File: src/rtl/baud_tick_gen_frac_if.sv
// Control/status bundle for baud_tick_gen_frac.
//   master: drives en, sync_clr, cfg_load, cfg_int, cfg_frac;
//           observes sample_tick, bit_tick, os_phase, cfg_pending.
//   slave : the generator itself (directions reversed).
interface baud_tick_gen_frac_if #(
    parameter int DIV_W      = 16,
    parameter int FRAC_W     = 4,
    parameter int OVERSAMPLE = 16
);
    localparam int OS_W = (OVERSAMPLE > 1) ? $clog2(OVERSAMPLE) : 1;

    logic              en;
    logic              sync_clr;
    logic              cfg_load;
    logic [DIV_W-1:0]  cfg_int;
    logic [FRAC_W-1:0] cfg_frac;
    logic              sample_tick;
    logic              bit_tick;
    logic [OS_W-1:0]   os_phase;
    logic              cfg_pending;

    modport master (
        output en, sync_clr, cfg_load, cfg_int, cfg_frac,
        input  sample_tick, bit_tick, os_phase, cfg_pending
    );

    modport slave (
        input  en, sync_clr, cfg_load, cfg_int, cfg_frac,
        output sample_tick, bit_tick, os_phase, cfg_pending
    );
endinterface

File: src/rtl/baud_tick_gen_frac.sv
// Fractional baud tick generator.
// Emits a 1-cycle sample_tick every act_int (+1 when the fractional
// accumulator carries) cycles, and a 1-cycle bit_tick on every OVERSAMPLE-th
// sample tick. A new divisor is staged in a shadow register and applied only
// at a safe point (terminal count, sync_clr, or while disabled).
// Ports:
//   clk   - clock
//   reset - asynchronous, active-high reset
//   bus   - slave side of baud_tick_gen_frac_if (control in, ticks/status out)
module baud_tick_gen_frac #(
    parameter int DIV_W      = 16,
    parameter int FRAC_W     = 4,
    parameter int OVERSAMPLE = 16,
    parameter int RESET_INT  = 27,
    parameter int RESET_FRAC = 2
) (
    input  logic                  clk,
    input  logic                  reset,
    baud_tick_gen_frac_if.slave   bus
);
    localparam int OS_W = (OVERSAMPLE > 1) ? $clog2(OVERSAMPLE) : 1;
    localparam logic [OS_W-1:0]   OS_LAST = OS_W'(OVERSAMPLE - 1);
    localparam logic [DIV_W-1:0]  MIN_INT = DIV_W'(2);

    logic [DIV_W-1:0]  cnt_q, cnt_d;
    logic [FRAC_W-1:0] frac_acc_q, frac_acc_d;
    logic              carry_q, carry_d;
    logic [OS_W-1:0]   os_cnt_q, os_cnt_d;
    logic              sample_tick_q, sample_tick_d;
    logic              bit_tick_q, bit_tick_d;
    logic              pending_q, pending_d;
    logic [DIV_W-1:0]  sh_int_q, sh_int_d;
    logic [FRAC_W-1:0] sh_frac_q, sh_frac_d;
    logic [DIV_W-1:0]  act_int_q, act_int_d;
    logic [FRAC_W-1:0] act_frac_q, act_frac_d;

    logic [DIV_W:0]    period;
    logic [FRAC_W:0]   frac_sum;
    logic              terminal;
    logic              apply;

    always_comb begin
        period   = {1'b0, act_int_q} + {{DIV_W{1'b0}}, carry_q};
        frac_sum = {1'b0, frac_acc_q} + {1'b0, act_frac_q};
        // >= rather than == so a divisor shrunk while disabled cannot make
        // the counter run past its terminal value and wrap.
        terminal = bus.en && !bus.sync_clr &&
                   ({1'b0, cnt_q} >= (period - (DIV_W+1)'(1)));
        apply    = pending_q && (bus.sync_clr || !bus.en || terminal);

        cnt_d         = cnt_q;
        frac_acc_d    = frac_acc_q;
        carry_d       = carry_q;
        os_cnt_d      = os_cnt_q;
        sample_tick_d = 1'b0;
        bit_tick_d    = 1'b0;
        pending_d     = pending_q;
        sh_int_d      = sh_int_q;
        sh_frac_d     = sh_frac_q;
        act_int_d     = act_int_q;
        act_frac_d    = act_frac_q;

        if (bus.sync_clr) begin
            cnt_d      = '0;
            frac_acc_d = '0;
            carry_d    = 1'b0;
            os_cnt_d   = '0;
        end else if (bus.en) begin
            if (terminal) begin
                cnt_d         = '0;
                sample_tick_d = 1'b1;
                {carry_d, frac_acc_d} = frac_sum;
                bit_tick_d    = (os_cnt_q == OS_LAST);
                os_cnt_d      = (os_cnt_q == OS_LAST) ? '0 : os_cnt_q + OS_W'(1);
            end else begin
                cnt_d = cnt_q + DIV_W'(1);
            end
        end

        // Apply uses the shadow as it was before this cycle's cfg_load.
        if (apply) begin
            act_int_d  = (sh_int_q < MIN_INT) ? MIN_INT : sh_int_q;
            act_frac_d = sh_frac_q;
        end

        if (bus.cfg_load) begin
            sh_int_d  = bus.cfg_int;
            sh_frac_d = bus.cfg_frac;
            pending_d = 1'b1;
        end else if (apply) begin
            pending_d = 1'b0;
        end
    end

    always_ff @(posedge clk or posedge reset) begin
        if (reset) begin
            cnt_q         <= '0;
            frac_acc_q    <= '0;
            carry_q       <= 1'b0;
            os_cnt_q      <= '0;
            sample_tick_q <= 1'b0;
            bit_tick_q    <= 1'b0;
            pending_q     <= 1'b0;
            sh_int_q      <= DIV_W'(RESET_INT);
            sh_frac_q     <= FRAC_W'(RESET_FRAC);
            act_int_q     <= DIV_W'(RESET_INT);
            act_frac_q    <= FRAC_W'(RESET_FRAC);
        end else begin
            cnt_q         <= cnt_d;
            frac_acc_q    <= frac_acc_d;
            carry_q       <= carry_d;
            os_cnt_q      <= os_cnt_d;
            sample_tick_q <= sample_tick_d;
            bit_tick_q    <= bit_tick_d;
            pending_q     <= pending_d;
            sh_int_q      <= sh_int_d;
            sh_frac_q     <= sh_frac_d;
            act_int_q     <= act_int_d;
            act_frac_q    <= act_frac_d;
        end
    end

    assign bus.sample_tick = sample_tick_q;
    assign bus.bit_tick    = bit_tick_q;
    assign bus.os_phase    = os_cnt_q;
    assign bus.cfg_pending = pending_q;
endmodule
File: src/flat_wrapper.sv
// flat-port wrapper written by rule: the top's interface ports become plain ports
module baud_tick_gen_frac_flat 
#(
    parameter int DIV_W      = 16,
    parameter int FRAC_W     = 4,
    parameter int OVERSAMPLE = 16,
    parameter int RESET_INT  = 27,
    parameter int RESET_FRAC = 2
)
  (clk, reset, bus_en, bus_sync_clr, bus_cfg_load, bus_cfg_int, bus_cfg_frac, bus_sample_tick, bus_bit_tick, bus_os_phase, bus_cfg_pending);
  baud_tick_gen_frac_if #(.DIV_W(DIV_W), .FRAC_W(FRAC_W), .OVERSAMPLE(OVERSAMPLE)) bus_i ();
  input  logic clk;
  input  logic reset;
  input wire logic [$bits(bus_i.en)-1:0] bus_en;
  input wire logic [$bits(bus_i.sync_clr)-1:0] bus_sync_clr;
  input wire logic [$bits(bus_i.cfg_load)-1:0] bus_cfg_load;
  input wire logic [$bits(bus_i.cfg_int)-1:0] bus_cfg_int;
  input wire logic [$bits(bus_i.cfg_frac)-1:0] bus_cfg_frac;
  output wire logic [$bits(bus_i.sample_tick)-1:0] bus_sample_tick;
  output wire logic [$bits(bus_i.bit_tick)-1:0] bus_bit_tick;
  output wire logic [$bits(bus_i.os_phase)-1:0] bus_os_phase;
  output wire logic [$bits(bus_i.cfg_pending)-1:0] bus_cfg_pending;
  assign bus_i.en = bus_en;
  assign bus_i.sync_clr = bus_sync_clr;
  assign bus_i.cfg_load = bus_cfg_load;
  assign bus_i.cfg_int = bus_cfg_int;
  assign bus_i.cfg_frac = bus_cfg_frac;
  assign bus_sample_tick = bus_i.sample_tick;
  assign bus_bit_tick = bus_i.bit_tick;
  assign bus_os_phase = bus_i.os_phase;
  assign bus_cfg_pending = bus_i.cfg_pending;
  baud_tick_gen_frac #(.DIV_W(DIV_W), .FRAC_W(FRAC_W), .OVERSAMPLE(OVERSAMPLE), .RESET_INT(RESET_INT), .RESET_FRAC(RESET_FRAC)) u_core (.clk(clk), .reset(reset), .bus(bus_i));
endmodule
File: config.mk
export PLATFORM = sky130hd
export DESIGN_NAME = baud_tick_gen_frac_flat
export DESIGN_NICKNAME = d
export VERILOG_FILES = /design/src/rtl/baud_tick_gen_frac_if.sv /design/src/rtl/baud_tick_gen_frac.sv /design/src/flat_wrapper.sv
export SDC_FILE = /design/constraint.sdc
export NUM_CORES = 1
export LEC_CHECK = 0
export CAP_MARGIN = 20
export CORE_MARGIN = 2
export CORE_UTILIZATION = 55
export CTS_CLUSTER_SIZE = 8
export DETAILED_ROUTE_END_ITERATION = 16
export PLACE_DENSITY = 0.77
export SYNTH_ARGS = -nofsm -noshare
export SYNTH_HDL_FRONTEND = slang
export SYNTH_SLANG_ARGS = --single-unit
File: constraint.sdc
create_clock -name clk -period 7.49 [get_ports clk]
set_input_delay 2.247 -clock clk [delete_from_list [all_inputs] [get_ports clk]]
set_output_delay 2.247 -clock clk [all_outputs]
set_load 0.01 [all_outputs]
# Yosys cells after proc, flatten, opt, wreduce, memory -nomap -nowiden
# Cells that the tools add are included.
# totals
ff_bits	68
in_bits	25
word_cells	52
# op_classes
n_addsub	5
magnitude_cmp	2
n_eq_ne	1
mux	22
n_reduce_logical	11
# ops
operator	n
$mux 16	4
$mux 4	7
$add 16x1->17	1
$ge 16x17->1	1
$sub 17x1->17 const B	1
$add 16x1->16 const B	1
$lt 16x2->1 const B	1
$mux 1	11
$reduce_bool 2->1	3
$add 4x4->5	1
$add 4x1->4 const B	1
$eq 4x4->1 const B	1
$logic_and 1x1->1	3
$logic_not 1->1	2
$logic_or 1x1->1	2
$reduce_and 2->1	1

# Depth between registers and ports, before layout
# Gate-level depths: netlist (run 1).
# logic_depth
depth_word	8
mapped_depth	15
ltp_nobuf	14

# Worst setup path after synthesis (run 1)
# OpenSTA, ideal clock, no wires.
# synth_timing
kind	reg2reg
from	register u_core.act_int_q[0]
to	register u_core.os_cnt_q[3] (netlist: u_core.bus.os_phase[3])
t_arrival_ps	3538
slack_ps	3831
stages_incl_launch_ff	15
path_buffers	0
synth_period_minus_slack_ps	3659
cell_sequence	dfstp_2 -> inv_1 -> ha_1 -> ha_1 -> or4b_1 -> and2b_2 -> nand2_1 -> xor2_1 -> ha_1 -> nand3_2 -> or4_4 -> a31oi_4 -> o31ai_1 -> or4_1 -> a32o_1
# synth_between
elab_chain_cells	6
# synth_rtl
element	line	text
start, declared	baud_tick_gen_frac.sv:34	logic [DIV_W-1:0] act_int_q, act_int_d;
start signal, assigned	baud_tick_gen_frac.sv:106	act_int_q <= DIV_W'(RESET_INT);
start signal, assigned	baud_tick_gen_frac.sv:118	act_int_q <= act_int_d;
$add 16x1->17	baud_tick_gen_frac.sv:43	period = {1'b0, act_int_q} + {{DIV_W{1'b0}}, carry_q};
$sub 17x1->17	baud_tick_gen_frac.sv:48	({1'b0, cnt_q} >= (period - (DIV_W+1)'(1)));
$ge 16x17->1	baud_tick_gen_frac.sv:48	
$logic_and 1x1->1	baud_tick_gen_frac.sv:47	terminal = bus.en && !bus.sync_clr &&
$reduce_bool 2->1 (no line)	--	
$reduce_and 2->1 (no line)	--	
end signal, assigned	baud_tick_gen_frac.sv:112	os_cnt_q <= os_cnt_d;
end, declared	baud_tick_gen_frac.sv:28	logic [OS_W-1:0] os_cnt_q, os_cnt_d;
# Every way passes these cells.
# A chain may end at the register's enable or synchronous reset.

# Final worst setup path (run 1)
# layout_timing
from	input port bus_sync_clr
to	register u_core.act_int_q[11]
# layout_between
elab_chain_cells	5
# layout_rtl
element	line	text
start, declared	flat_wrapper.sv:15	input wire logic [$bits(bus_i.sync_clr)-1:0] bus_sync_clr;
$logic_not 1->1	baud_tick_gen_frac.sv:47	
$logic_and 1x1->1 (2 in a row)	baud_tick_gen_frac.sv:47	
$logic_or 1x1->1 *	baud_tick_gen_frac.sv:49	apply = pending_q && (bus.sync_clr || !bus.en || terminal);
$logic_and 1x1->1 *	baud_tick_gen_frac.sv:49	
# Mark *: on every way between the ends. The rest lies on a longest branch, timed or not.

==> results of run 1 <==
-- power groups by stage --
stage / logic (uW) / registers [uW] / clock network, uW
3_3_place_gp: 129 / 442 / 0
3_5_place_dp: 136 / 444 / 0
2_1_floorplan: 102 / 434 / 0
6_report: 137 / 439 / 314
5_1_grt: 157 / 444 / 333
4_1_cts: 138 / 438 / 318
-- per-stage QoR --
step | setup slack, ns | utilization, %
2_1_floorplan | 3.55 | -
3_3_place_gp | 2.45 | 63.3
3_5_place_dp | 2.38 | 63.3
4_1_cts | 2.69 | 66.5
5_1_grt | 2.94 | 66.7
6_report | 3.06 | 66.7
-- sequential cells by signal (all words and copies together) (netlist names) --
name and flops:
u_core.bus.cfg_pending 1, u_core.act_frac_q 4, u_core.sh_frac_q 4, u_core.frac_acc_q 4
u_core.bus.bit_tick 1, u_core.cnt_q 16, u_core.bus.sample_tick 1, u_core.bus.os_phase 4
u_core.act_int_q 16, u_core.sh_int_q 16, u_core.carry_q 1
-- synth_stat cells, types with 2 or more instances --
cell type | number | share of area [%]
dfrtp_1 | 58 | 40
nand2_1 | 27 | 2.8
nor2_1 | 25 | 2.6
ha_1 | 24 | 8.2
mux2_2 | 16 | 4.9
a21oi_1 | 15 | 2.0
inv_1 | 14 | 1.4
xnor2_1 | 14 | 3.3
mux2_1 | 13 | 4.0
nand3_1 | 13 | 1.8
xor2_1 | 13 | 3.1
dfstp_2 | 10 | 7.2
nor4_1 | 10 | 1.7
nor3_1 | 7 | 0.95
o21ai_0 | 7 | 0.95
clkbuf_1 | 6 | 0.61
o21ai_1 | 6 | 0.82
o2bb2ai_1 | 5 | 1.2
and3_1 | 4 | 0.68
nand4_1 | 4 | 0.68
a21o_1 | 3 | 0.61
a31o_1 | 3 | 0.72
a32o_1 | 3 | 0.82
and2_1 | 3 | 0.51
buf_4 | 3 | 0.61
nor2b_1 | 3 | 0.51
o31ai_1 | 3 | 0.61
a211oi_1 | 2 | 0.41
buf_1 | 2 | 0.20
mux2i_1 | 2 | 0.55
nand4b_1 | 2 | 0.48
o21a_1 | 2 | 0.41
-- area by class of cell --
class | instances | area share (%)
clock buffers | 13 | 3.73
clock inverters | 3 | 1.06
inverters | 14 | 1.23
multi-input cells | 247 | 43.5
flip-flops and latches | 68 | 40.2
well taps | 77 | 2.26
repair buffers | 34 | 7.99
-- per-layer routing --
| metal | GRT usage (%) | up-vias |
|---|---|---|
| li1 | - | 1292 |
| met1 | 30.0 | 1272 |
| met2 | 34.9 | 59 |
| met5 | 0 | - |
| met4 | 9.09 | 0 |
| met3 | 3.66 | 11 |
-- final timing paths --
path,cells after the start,to,slack (ns)
worst min register to register,2,u_core.act_int_q[0],0.47
worst max register to register,15,u_core.act_int_q[11],3.31
min in group asynchronous,3,u_core.act_frac_q[2],2.49
max in group asynchronous,3,u_core.act_int_q[11],4.47
worst min-delay path,2,u_core.act_int_q[0],0.47
worst max-delay path,7,u_core.act_int_q[11],3.06
-- cell families after synthesis --
| group | Yosys count | share of synthesized area, % |
|---|---|---|
| xor+xnor | 27 | 6.44 |
| flops | 68 | 46.7 |
| simple gates | 107 | 14.8 |
| fa+ha+maj | 25 | 8.73 |
| mux | 31 | 9.44 |
| compound gates | 57 | 10.8 |
| buf+inv | 26 | 3.00 |
-- worst reg2reg max path: stages (launching register included) --
cell and delay, ns:
dfstp_2 0.36, inv_1 0.07, ha_1 0.17, ha_1 0.21, or4b_1 0.47, and2b_2 0.29, nand2_1 0.08, xor2_1 0.16
ha_1 0.31, a21o_1 0.16, a21oi_1 0.15, o21ai_0 0.21, or3_1 0.44, a31oi_2 0.40, buf_8 0.23, mux2_1 0.34
==> results.yml, run 1 <==
global_routing:
  grt.overflow.total: 0
  grt_max_degree: 69
  grt_pass1_wl_um: 12600
  grtUsageTotal_pct: 21.9
  antenna_found_initial: 0
  grt_pass1_vias: 2646
hold_path:
  worstHoldPathType: "reg -> reg"
  min_from: "u_core.sh_int_q[0]"
power:
  p_comb_share_pct: 15.4
  p_total_uw: 890
  vdd_drop_max_mv: 0.148
  pwr-share-seq_pct: 49.3
  p_leak_uw: 0.00183
  clockPowerShare_pct: 35.3
  p_sw_uw: 243
  sw_frac_of_total_pct: 27.3
  power_density_mw_per_mm2: 209
  intPower_uw: 647
floorplan:
  io_pins: 32
  start_util_pct: 57.5
  die_h_um: 85.7
  die_w_um: 85.7
  core_mm2: 0.00639
  die-area_mm2: 0.00734
  rows: 29
setup_path:
  critPathMaxStageDelay_ns: 0.75
  critPathTopFamily: "buffers and inverters"
  path_cells: "clkdlybuf4s50_1 > inv_1 > nand2_1 > and2_1 > a31oi_2 > buf_8 > mux2_1"
  end_kind: "flop"
  crit_path_start_kind: "input pin"
  critical_path_class: "in -> reg"
  worst_path_max_delay_cell: "clkdlybuf4s50_1"
  crit_buf_inv: 3
  cp.arrival_ns: 4.65
  r2r_start: "u_core.act_int_q[0]"
  required_ns: 7.71
  cp_max_fo: 18
  critPathLaunch: "bus_sync_clr"
timing:
  maxSlewHeadroom_pct: 35.0
  fin_skew_ns: 0.00800
  rsz0062_at_grt: "false"
  holdWs_ns: 0.474
  drv_slew: 0
  tns_ns: 0
  setup_viol_count_final: 0
  finalHoldViolations: 0
  fin_crit_sh_pct: 59.1
  min_period_ns: 4.43
  max_slew.worst_pin.slew_ns: 0.972
  fmax_mhz: 226
cts:
  numCtsBuffers: 9
  htreeDepth: 3
  ctsHoldBuffers: 0
  post_cts_buffers: 0
  clock-sinks: 68
  cts_resized: 0
  cts-root-buf: "clkbuf_8"
  cts.clk_slew.worst_paths_ns: 0.07
  clkLatencyLatePin_ns: 0.34
  cts_tree: "done"
  clock_path_buffers: 2
outcome:
  status: "complete, no violations"
placed_design:
  port_buffers: 31
  dp_hpwl_um: 5180
  gp_congestion: 0.823
  placed_cells: 439
  placed_cell_area_mm2: 0.00404
route:
  met2WireLength_um: 3440
  viasPerCell: 5.78
  drc_errors: 0
  wl_per_cell_um: 16.0
  wl_met3_um: 242
  finalWirelength_um: 7270
  final_antenna_net_count: 0
  num_vias: 2634
  drt_iter0_markers: 138
  drtPass1Iterations: 4
  wl_met1_um: 3480
  routed.top_layer: "met4"
yosys:
  async_reset_ff_share_pct: 100
  synth_cells: 341
  ys_seq_area_share_pct: 46.7
  synth_cell_type_count: 51
  syn_area_mm2: 0.00367
  ys_ff_latch: 68
  synth_edf_count: 0
  synth_area_per_cell_um2: 10.8
  yosys_warnings: 0
  synthFlopType: "dfrtp_1"
  syn-num-nets: 391
final_layout:
  layout_common_cells: "dfrtp_1 (58), clkdlybuf4s50_1 (31), nand2_1 (27)"
  fin_area_mm2: 0.00426
  final_cells: 456
  final_common_cell: "dfrtp_1"
  multiInputGateArea_mm2: 0.00185
  syn_to_final_growth_pct: 16.1
  fill_cells: 527
  layout.area.seq_mm2: 0.00171
  fin_nets: 424
  antennaDiodeCount: 0
  drive_gt1_share_pct: 13.7
flow_run:
  cap_violations: 0
Power figures use the tool's default switching activity.
==> run 2: changes to the inputs <==
- clock period: 7.49 -> 4.42 ns (I/O delays scaled with it)
==> run 2 against run 1 <==
Effect of this change:
- worst hold slack better by 0.026 ns
- final cell count is 1.1% higher
- sequential cell count is the same
- combinational power rose by 74%
- clock skew grew 0.0012 ns
- critical path depth is 7 higher
==> results.yml, run 2 (synthesis gave the netlist of run 1 again) <==
floorplan:
  rows: 29
  die_w_um: 85.7
  io_pins: 32
  die_h_um: 85.7
  start_util_pct: 57.5
  core_mm2: 0.00639
  die-area_mm2: 0.00734
route:
  finalWirelength_um: 7400
  drc_errors: 0
  drtPass1Iterations: 4
  drt_iter0_markers: 146
  wl_per_cell_um: 16.0
  num_vias: 2686
  final_antenna_net_count: 0
  viasPerCell: 5.83
final_layout:
  reg_top3: "u_core.act_int_q: 16 flops, u_core.cnt_q: 16 flops, u_core.sh_int_q: 16 flops"
  layout_common_cells: "dfrtp_1 (58), clkdlybuf4s50_1 (31), nand2_1 (27)"
  fill_cells: 466
  final_common_cell: "dfrtp_1"
  drive_gt1_share_pct: 15.4
  syn_to_final_growth_pct: 18.5
  antennaDiodeCount: 0
  fin_area_mm2: 0.00435
  fin_nets: 429
global_routing:
  grt.overflow.total: 0
  use_met2_pct: 34.4
  use_met1_pct: 31.7
  grt_pass1_wl_um: 13000
  grt_max_degree: 33
  use_met3_pct: 3.56
  top_usage_layer: "met2"
  antenna_found_initial: 0
  grt_pass1_vias: 2711
  grtUsageTotal_pct: 22.6
setup_path:
  cp.arrival_ns: 4.22
  critPathMaxStageDelay_ns: 0.56
  reg2reg_depth: 14
  required_ns: 4.66
  rrSetupSlack_ns: 0.43
  path_cells: "inv_1 > ha_1 > ha_1 > or4b_1 > and2b_2 > nand2_1 > xor2_1 > ha_1 > nand3_2 > or4_4 > a31oi_4 > o31ai_1 > or4_1 > a32o_1"
  crit_cells: 14
  critPathTopFamily: "simple AND/OR/NAND/NOR gates"
  crit_top_cell: "ha_1"
  critical_path_class: "reg -> reg"
  end_kind: "flop"
  crit_buf_inv: 1
  cp_max_fo: 5
  worst_path_max_delay_cell: "or4_4"
  crit_path_start_kind: "flop"
hold_path:
  worstHoldPathType: "reg -> reg"
  hold_depth: 1
cts:
  clock-sinks: 68
  cts-root-buf: "clkbuf_8"
  ctsHoldBuffers: 0
  clkLatencyLatePin_ns: 0.35
  cts.clk_slew.worst_paths_ns: 0.07
  cts_resized: 0
  clock_path_buffers: 2
  cts_tree: "done"
  numCtsBuffers: 9
  post_cts_buffers: 0
  htreeDepth: 3
timing:
  drv_slew: 0
  max_slew.worst_pin.slew_ns: 0.983
  maxSlewHeadroom_pct: 34.2
  finalHoldViolations: 0
  fin_skew_ns: 0.00922
  rsz0062_at_grt: "false"
  fmax_mhz: 251
  min_period_ns: 3.99
  fin_crit_sh_pct: 90.2
  setup_viol_count_final: 0
  tns_ns: 0
power:
  power_density_mw_per_mm2: 381
  vdd_drop_max_mv: 0.332
  p_leak_uw: 0.00189
placed_design:
  placed_cell_area_mm2: 0.00409
  gp_congestion: 0.872
  dp_hpwl_um: 5320
  port_buffers: 31
flow_run:
  cap_violations: 0
outcome:
  status: "complete, no violations"
run 2: changes by cell type in the layout (fill, tap and decap cells not counted):
cell,delta
buf_4,+6
buf_8,-1
bufinv_16,+3
clkbuf_1,-2
clkbuf_8,-2
clkinv_2,+2
clkinv_4,+1
clkinvlp_4,-2
run 2: layout make-up:
cell class / instances / area (um2) / share of cell area [%]
sequential: 68 / 1710 / 39.4
timing repair buffer: 39 / 370 / 8.52
clock inverter: 7 / 139 / 3.19
clock buffer: 9 / 124 / 2.85
tap: 77 / 96.3 / 2.22
multi-input combinational: 247 / 1850 / 42.6
inverter: 14 / 52.6 / 1.21
run 2: report_power, final:
part           total (uW)  switching (uW)  internal (uW)
logic                 238             119            119
registers             742            56.2            686
clock network         674             244            431
run 2: through the flow:
step | utilization, % | hold WS [ns] | total power, uW | std cells | setup WS [ns]
floorplan | - | 0.449 | 908 | 341 | 0.761
global placement | 64.0 | 0.466 | 974 | 445 | 0.569
detailed placement | 64.0 | 0.481 | 989 | 445 | 0.458
CTS | 68.1 | 0.499 | 1660 | 461 | 0.416
global route | 68.1 | 0.531 | 1730 | 461 | 0.192
finish | 68.1 | 0.500 | 1650 | 461 | 0.432
run 2: per-layer routing:
layer	wire, um	vias to the layer above
met1	3520	1322
met3	234	15
li1	-	1298
met2	3460	51
met4	178	0
met5	0	-
run 2: path summary, 6_finish.rpt:
path                                startpoint                endpoint
min reg2reg                u_core.sh_frac_q[0]    u_core.act_frac_q[0]
max in group asynchronous                reset      u_core.sh_int_q[4]
max                        u_core.act_int_q[0]  u_core.bus.os_phase[3]
min                        u_core.sh_frac_q[0]    u_core.act_frac_q[0]
min in group asynchronous                reset    u_core.act_frac_q[2]
max reg2reg                u_core.act_int_q[0]  u_core.bus.os_phase[3]
==> run 3: changes to the inputs <==
- ABC_AREA: default -> 0
- CTS_CLUSTER_SIZE: 8 -> default
==> results of run 3 <==
Same layout as run 2: the final DEF is identical, and so are final timing and power.
